--- config.mk ---
export PLATFORM = sky130hd
export DESIGN_NAME = gmii_tx_framer
export DESIGN_NICKNAME = d
export VERILOG_FILES = /design/src/rtl/eth_pkg.sv /design/src/rtl/crc32_d8.sv /design/src/rtl/gmii_tx_framer.sv
export SDC_FILE = /design/constraint.sdc
export NUM_CORES = 1
export LEC_CHECK = 0
export ABC_AREA = 1
export BUFFER_PORTS_ARGS = -buffer_cell sky130_fd_sc_hd__buf_2
export CORE_UTILIZATION = 45
export DETAILED_ROUTE_END_ITERATION = 8
export GPL_TIMING_DRIVEN = 0
export PLACE_DENSITY = 0.73
export SYNTH_ARGS = -nofsm -noshare
export SYNTH_HDL_FRONTEND = slang
export SYNTH_SLANG_ARGS = --single-unit
--- constraint.sdc ---
create_clock -name tx_clk -period 6.68 [get_ports tx_clk]
set_input_delay 1.002 -clock tx_clk [delete_from_list [all_inputs] [get_ports tx_clk]]
set_output_delay 1.002 -clock tx_clk [all_outputs]
set_load 0.05 [all_outputs]
--- src/rtl/eth_pkg.sv ---
// Shared Ethernet constants: preamble/SFD bytes, reflected CRC32 parameters and
// the tx framer state encoding.
package eth_pkg;
  localparam logic [7:0]  PREAMBLE_BYTE   = 8'h55;
  localparam logic [7:0]  SFD_BYTE        = 8'hD5;
  localparam logic [31:0] CRC32_POLY_REFL = 32'hEDB88320;
  localparam logic [31:0] CRC32_INIT      = 32'hFFFFFFFF;
  // Residue in MSB-first form; the reflected register holds its bit reversal.
  localparam logic [31:0] CRC32_RESIDUE   = 32'hC704DD7B;

  localparam logic [2:0] ST_IDLE = 3'd0;
  localparam logic [2:0] ST_PRE  = 3'd1;
  localparam logic [2:0] ST_DATA = 3'd2;
  localparam logic [2:0] ST_PAD  = 3'd3;
  localparam logic [2:0] ST_FCS  = 3'd4;
  localparam logic [2:0] ST_IFG  = 3'd5;

  typedef enum logic [2:0] {
    S_IDLE = ST_IDLE,
    S_PRE  = ST_PRE,
    S_DATA = ST_DATA,
    S_PAD  = ST_PAD,
    S_FCS  = ST_FCS,
    S_IFG  = ST_IFG
  } tx_state_e;
endpackage

--- src/rtl/crc32_d8.sv ---
// Byte-wide reflected 802.3 CRC32 register; init has priority over en.
// Result of a byte is visible on crc the cycle after it is presented.
module crc32_d8 import eth_pkg::*; (
  input  logic        clk,
  input  logic        rst,
  input  logic        init,
  input  logic        en,
  input  logic [7:0]  din,
  output logic [31:0] crc
);
  logic [31:0] crc_q, crc_d;

  function automatic logic [31:0] crc_next(input logic [31:0] c_in, input logic [7:0] d);
    logic [31:0] c;
    c = c_in ^ {24'h000000, d};
    for (int i = 0; i < 8; i++) begin
      c = c[0] ? ((c >> 1) ^ CRC32_POLY_REFL) : (c >> 1);
    end
    return c;
  endfunction

  always_comb begin
    crc_d = crc_q;
    if (init)    crc_d = CRC32_INIT;
    else if (en) crc_d = crc_next(crc_q, din);
  end

  always_ff @(posedge clk or posedge rst) begin
    if (rst) crc_q <= CRC32_INIT;
    else     crc_q <= crc_d;
  end

  assign crc = crc_q;
endmodule

--- src/rtl/gmii_tx_framer.sv ---
// Frame FIFO -> GMII: preamble/SFD, zero pad to MIN_LEN, FCS, enforced IFG.
// GMII outputs registered (one cycle behind state); upstream is paced only via in_ack.
module gmii_tx_framer import eth_pkg::*; #(
  parameter int unsigned ACK_LAT = 2,
  parameter int unsigned IFG_LEN = 12,
  parameter int unsigned MIN_LEN = 60
) (
  input  logic        tx_clk,
  input  logic        tx_rst,
  input  logic [7:0]  in_data,
  input  logic        in_valid,
  output logic        in_ack,
  output logic [7:0]  gmii_txd,
  output logic        gmii_tx_en,
  output logic        gmii_tx_er,
  output logic [15:0] frame_cnt,
  output logic        busy
);
  localparam logic [10:0] ACK_IDX   = 11'(8 - ACK_LAT);
  localparam logic [10:0] MIN_LEN_C = 11'(MIN_LEN);
  localparam logic [10:0] LEN_MAX   = 11'd2047;
  localparam logic [7:0]  IFG_C     = 8'(IFG_LEN);

  tx_state_e   state_q, state_d;
  logic [10:0] cnt_q, cnt_d;
  logic [7:0]  ifg_q, ifg_d;
  logic [7:0]  txd_q, txd_d;
  logic        txen_q, txen_d;
  logic [15:0] frame_cnt_q, frame_cnt_d;
  logic        crc_init, crc_en;
  logic [7:0]  crc_din;
  logic [31:0] crc;

  crc32_d8 u_crc (
    .clk  (tx_clk),
    .rst  (tx_rst),
    .init (crc_init),
    .en   (crc_en),
    .din  (crc_din),
    .crc  (crc)
  );

  always_comb begin
    state_d     = state_q;
    cnt_d       = cnt_q;
    ifg_d       = ifg_q;
    txd_d       = 8'h00;
    txen_d      = 1'b0;
    frame_cnt_d = frame_cnt_q;
    crc_init    = 1'b0;
    crc_en      = 1'b0;
    crc_din     = in_data;
    unique case (state_q)
      S_IDLE: begin
        if (in_valid && ifg_q == 8'd0) begin
          state_d = S_PRE;
          cnt_d   = '0;
        end
      end
      S_PRE: begin
        txen_d   = 1'b1;
        txd_d    = (cnt_q == 11'd7) ? SFD_BYTE : PREAMBLE_BYTE;
        crc_init = 1'b1;
        cnt_d    = cnt_q + 11'd1;
        if (cnt_q == 11'd7) begin
          state_d = S_DATA;
          cnt_d   = '0;
        end
      end
      S_DATA: begin
        txen_d = 1'b1;
        if (in_valid) begin
          txd_d  = in_data;
          crc_en = 1'b1;
          cnt_d  = (cnt_q == LEN_MAX) ? cnt_q : cnt_q + 11'd1;
        end else if (cnt_q < MIN_LEN_C) begin
          // The cycle that ends a short payload already carries the first pad byte.
          crc_en  = 1'b1;
          crc_din = 8'h00;
          cnt_d   = cnt_q + 11'd1;
          state_d = S_PAD;
          if (cnt_q + 11'd1 == MIN_LEN_C) begin
            state_d = S_FCS;
            cnt_d   = '0;
          end
        end else begin
          txd_d   = ~crc[7:0];
          state_d = S_FCS;
          cnt_d   = 11'd1;
        end
      end
      S_PAD: begin
        txen_d  = 1'b1;
        crc_en  = 1'b1;
        crc_din = 8'h00;
        cnt_d   = cnt_q + 11'd1;
        if (cnt_q + 11'd1 == MIN_LEN_C) begin
          state_d = S_FCS;
          cnt_d   = '0;
        end
      end
      S_FCS: begin
        txen_d = 1'b1;
        txd_d  = ~crc[{cnt_q[1:0], 3'b000} +: 8];
        cnt_d  = cnt_q + 11'd1;
        if (cnt_q[1:0] == 2'd3) begin
          state_d     = S_IFG;
          cnt_d       = '0;
          ifg_d       = IFG_C;
          frame_cnt_d = frame_cnt_q + 16'd1;
        end
      end
      S_IFG: begin
        ifg_d = ifg_q - 8'd1;
        if (ifg_q <= 8'd1) begin
          ifg_d   = 8'd0;
          cnt_d   = '0;
          state_d = in_valid ? S_PRE : S_IDLE;
        end
      end
      default: state_d = S_IDLE;
    endcase
  end

  always_ff @(posedge tx_clk or posedge tx_rst) begin
    if (tx_rst) begin
      state_q     <= S_IDLE;
      cnt_q       <= '0;
      ifg_q       <= '0;
      txd_q       <= '0;
      txen_q      <= 1'b0;
      frame_cnt_q <= '0;
    end else begin
      state_q     <= state_d;
      cnt_q       <= cnt_d;
      ifg_q       <= ifg_d;
      txd_q       <= txd_d;
      txen_q      <= txen_d;
      frame_cnt_q <= frame_cnt_d;
    end
  end

  assign in_ack     = (state_q == S_PRE) && (cnt_q == ACK_IDX);
  assign busy       = (state_q != S_IDLE);
  assign gmii_txd   = txd_q;
  assign gmii_tx_en = txen_q;
  assign gmii_tx_er = 1'b0;
  assign frame_cnt  = frame_cnt_q;
endmodule

* After elaboration in Yosys (flattened, before gate mapping) *
Index checks and enable logic that the tools add are counted.

storage, ports and cells
  register bits = 79
  input bits = 11
  output and inout bits = 28
  word-level logic and storage cells = 98

cells by class
  add/subtract/negate cells = 3
  $lt $le $gt $ge = 2
  eq/ne operators = 17
  shifts and indexed selects = 1
  muxes and demuxes = 44
  bitwise gates (word level) = 11
  reductions and logical operators = 13

operators by type and width
  kind                   number
  $mux 32                10
  $not 13->14            8
  $mux 11                8
  $pmux 11 s6            1
  $mux 8                 7
  $pmux 8 s2             2
  $shiftx 32x6->8        1
  $xor 32x8->32          1
  $mux 3                 8
  $pmux 8 s3             1
  $eq 11x3->1 const B    2
  $pmux 3 s6             1
  $add 16x1->16 const B  1
  $not 8->8              2
  $ne 2x2->1 const B     6
  $add 11x1->11 const B  1
  $eq 11x11->1 const B   1
  $eq 11x6->1 const B    1
  $lt 11x6->1 const B    1
  $le 8x1->1 const B     1
  $logic_not 8->1        1
  $sub 8x1->8 const B    1
  $eq 3x2->1 const B     2
  $eq 3x3->1 const B     2
  other kinds (14)       21

* Depth between registers and ports, before layout *
  depth after elaboration = 23
  mapped depth = 20
  mapped depth without buffers = 19

* Hierarchy *
A second synthesis with hierarchy kept.

unflattened totals
  cell total of the unflattened synthesis = 754
  area, all modules = 5509.0 sq um

by module, submodules not included
  module          instances  cells each  area an instance (sq um)  sequential area each (sq um)
  gmii_tx_framer  1          417         3110.5                    1176.1
  crc32_d8        1          337         2398.6                    840.8

* Least setup slack after synthesis *
No wires, ideal clock.

  path type = reg2out
  start point = register cnt_q[0]
  end point = output port in_ack
  data arrival time = 1.759 ns
  required time = 5.678 ns
  setup slack = 3.919 ns
  cell stages (with the launch flop) = 7
  buffers on the path = 2
  cell sequence = dfrtp_1 buf_2 inv_1 clkbuf_1 ha_1 nand2_1 nor2_1

on the way
  cells in the longest elaborated chain, start to end = 2

RTL lines
  element                 line                   RTL
  start, declared         gmii_tx_framer.sv:25   logic [10:0] cnt_q, cnt_d;
  start signal, assigned  gmii_tx_framer.sv:135  cnt_q <= cnt_d;
  $eq 11x3->1             gmii_tx_framer.sv:143  assign in_ack = (state_q == S_PRE) && (cnt_q == ACK_IDX);
  $logic_and 1x1->1       gmii_tx_framer.sv:143
  end, declared           gmii_tx_framer.sv:12   output logic in_ack,

No other way between the ends.

* Worst setup path after layout *
Same ends and word-level chain as after synthesis.

==> flow_summary.json <==
{
  "status": "finished, final reports clean",
  "gp_congestion": 0.8956,
  "endpoint_kind": "output pin",
  "yosys_warnings": 0,
  "cp.required_ns": 5.68,
  "hold_class": "flop to flop",
  "worstMarginPinSlew_ns": 1.317,
  "drc": 0,
  "seqCellArea_sq_um": 2017,
  "period_share": 0.4729,
  "die_h_um": 112.6,
  "drive_gt1_frac": 0.2091,
  "grt_pass1_wl_mm": 23.08,
  "antenna_found_initial": 0,
  "dr.pass1.iters": 6,
  "diodes": 0,
  "p_per_area_nw_per_um2": 533.8,
  "setup_viol": 0,
  "max-cap-violations": 0,
  "multi_input_area_sq_um": 2999,
  "start_kind": "flop",
  "layout_common_cells": "193 x nand2_1, 92 x inv_1, 56 x nand3_1, 47 x dfrtp_1, 40 x buf_2",
  "io_buffers": 37,
  "grt_use_total": 0.2312,
  "finalPower_mw": 3.320,
  "period_needed_ns": 3.159,
  "overflow": 0,
  "cts.sinks": 79,
  "hold_violations": 0,
  "rows": 40,
  "fillers": 1123,
  "min_to": "frame_cnt[15]",
  "reg2reg_slack_ns": 3.93,
  "hpwlAfterDp_mm": 10.09,
  "grt_max_degree": 60,
  "routedWlPerCell_um": 14.99,
  "synth-edff-count": 0,
  "synth_cells": 735,
  "cts_tree": "built",
  "synth_nets": 752,
  "ant_nets": 0,
  "wirelength_mm": 14.03,
  "critPathMaxFanout": 10,
  "grt_pass1_vias": 4645,
  "final_common_cell": "nand2_1",
  "design_area_sq_um": 6221,
  "clock_latency_ns": 0.35,
  "cts_setup_buffers": 0,
  "cts_hold_buf": 0,
  "placed_area_sq_um": 5903,
  "p_leak_nw": 3.108,
  "flow.area_growth_from_synthesis_pct": 13.03,
  "synthArstFlopShare": 1.000,
  "path_clk_slew_ns": 0.06,
  "cts_buffer_depth": 2,
  "die_x_um": 112.6,
  "dp.cells": 920,
  "tns_ns": 0,
  "synth.distinct_cells": 48,
  "viasPerCell": 5.375,
  "cts_root_buffer": "clkbuf_16",
  "postSynthAreaPerCell_sq_um": 7.488,
  "first_iter_violations": 528,
  "seq_area_frac_synth": 0.3664,
  "htree_levels": 3,
  "crit_type": "flop to output pin",
  "fin_worst_skew_ns": 0.005608,
  "worstRegToRegCells": 13,
  "syn-cell-area_sq_um": 5504,
  "synth_ff_type": "dfrtp_1",
  "ir_drop_mv": 0.1852,
  "r2r_end": "cnt_q[7]",
  "cp.arrival_ns": 2.16,
  "initial_core_util": 0.4601,
  "boundaryPins": 39,
  "numCtsBuffers": 9,
  "cts_resized": 0,
  "nets": 801,
  "final-max-slew-violation-count": 0,
  "fmax_mhz": 316.6,
  "worstHoldStart": "frame_cnt[15]",
  "core_sq_um": 11960,
  "synth_seq_cells": 79,
  "slew_headroom": 0.1151,
  "hold_depth": 1,
  "stdcell_count": 936,
  "reg2reg_from": "cnt_q[1]",
  "num_vias": 5031,
  "rsz0062_at_grt": "false",
  "dieArea_sq_um": 12680
}
[logic make-up (layout without fill, tap and decap cells)]
group,Yosys count,count (layout),share of synthesized area
flip-flops,79,79,0.3664
AND/OR/NAND/NOR,364,364,0.3201
XOR/XNOR,54,54,0.09821
adder cells (fa/ha/maj),6,6,0.01364
other,1,1,0.0006813
buffers and inverters,124,178,0.08866
AO/OA/AOI/OAI,107,107,0.1123
[flip-flops by register name (all words and copies together) (netlist names)]
register,cells
u_crc.crc,32
frame_cnt,16
cnt_q,11
gmii_txd,8
ifg_q,8
state_q,3
gmii_tx_en,1
[report_power, final]
| group | total [mW] | switching (mW) | internal (mW) |
|---|---|---|---|
| Clock | 0.522 | 0.209 | 0.313 |
| Sequential | 0.807 | 0.126 | 0.681 |
| Combinational | 1.99 | 1.36 | 0.637 |
[Yosys cell counts, types with 2 or more instances]
cell type	instances	share of area
o21ai_1	6	0.0055
nand3_1	56	0.051
o21ai_0	30	0.027
nand2_4	12	0.025
nor4_1	3	0.0034
or2_1	3	0.0034
xor2_2	3	0.0089
dfstp_2	32	0.15
xor2_1	39	0.062
clkinv_1	3	0.0020
clkbuf_1	9	0.0061
buf_6	2	0.0041
nor3_2	2	0.0036
a21oi_1	29	0.026
or2_2	2	0.0023
a31oi_1	2	0.0023
buf_2	3	0.0027
nand2_1	193	0.13
o211ai_1	9	0.012
nor2_4	3	0.0061
o22ai_1	21	0.024
dfrtp_1	47	0.21
or2_0	2	0.0023
nand4_1	9	0.010
inv_1	93	0.063
nor3_1	9	0.0082
nor2_2	4	0.0045
xnor2_1	9	0.014
nand2_2	23	0.026
nand3_2	3	0.0055
nor2_1	34	0.023
o2111ai_1	5	0.0080
inv_2	13	0.0089
a22oi_1	3	0.0041
ha_1	6	0.014
[how the worst max path moves through the flow]
stage	from	endpoint	slack [ns]	depth (start not counted)
after floorplan	tx_rst	cnt_q[0]	3.71	1
after global placement	tx_rst	frame_cnt[3]	2.65	2
after detailed placement	in_valid	cnt_q[7]	3.66	7
after CTS	cnt_q[0]	in_ack	3.54	7
after global routing	cnt_q[0]	in_ack	3.39	7
final	cnt_q[0]	in_ack	3.52	7
[layer usage]
layer | vias to the layer above | wire (um) | track usage
li1 | 2460 | - | -
met1 | 2355 | 6534 | 0.3299
met2 | 196 | 6346 | 0.3621
met3 | 20 | 943 | 0.03510
met4 | 0 | 208 | 0.06844
met5 | - | 0 | 0
[layout make-up]
class / instances / share of cell area
Clock inverter: 5 / 0.01046
Multi-Input combinational cell: 532 / 0.4821
Sequential cell: 79 / 0.3242
Clock buffer: 11 / 0.04063
Inverter: 109 / 0.06617
Buffer: 15 / 0.01267
Timing Repair Buffer: 38 / 0.03419
Tap cell: 147 / 0.02957
[metrics by stage]
step | util | worst slack [ns] | hold WS, ns
after global routing | 0.5201 | 3.389 | 0.5031
after global placement | 0.4910 | 2.648 | 0.4583
after detailed placement | 0.4935 | 3.659 | 0.4642
after CTS | 0.5201 | 3.538 | 0.4729
after floorplan | - | 3.708 | 0.4735
final | 0.5201 | 3.521 | 0.4717
[worst max-delay path, stage by stage, from the launching register on]
cell	delay [ns]
dfrtp_1	0.38
buf_2	0.18
inv_1	0.11
clkbuf_1	0.46
ha_1	0.24
nand2_1	0.06
nor2_1	0.11
buf_2	0.27
Power figures use the tool's default switching activity.
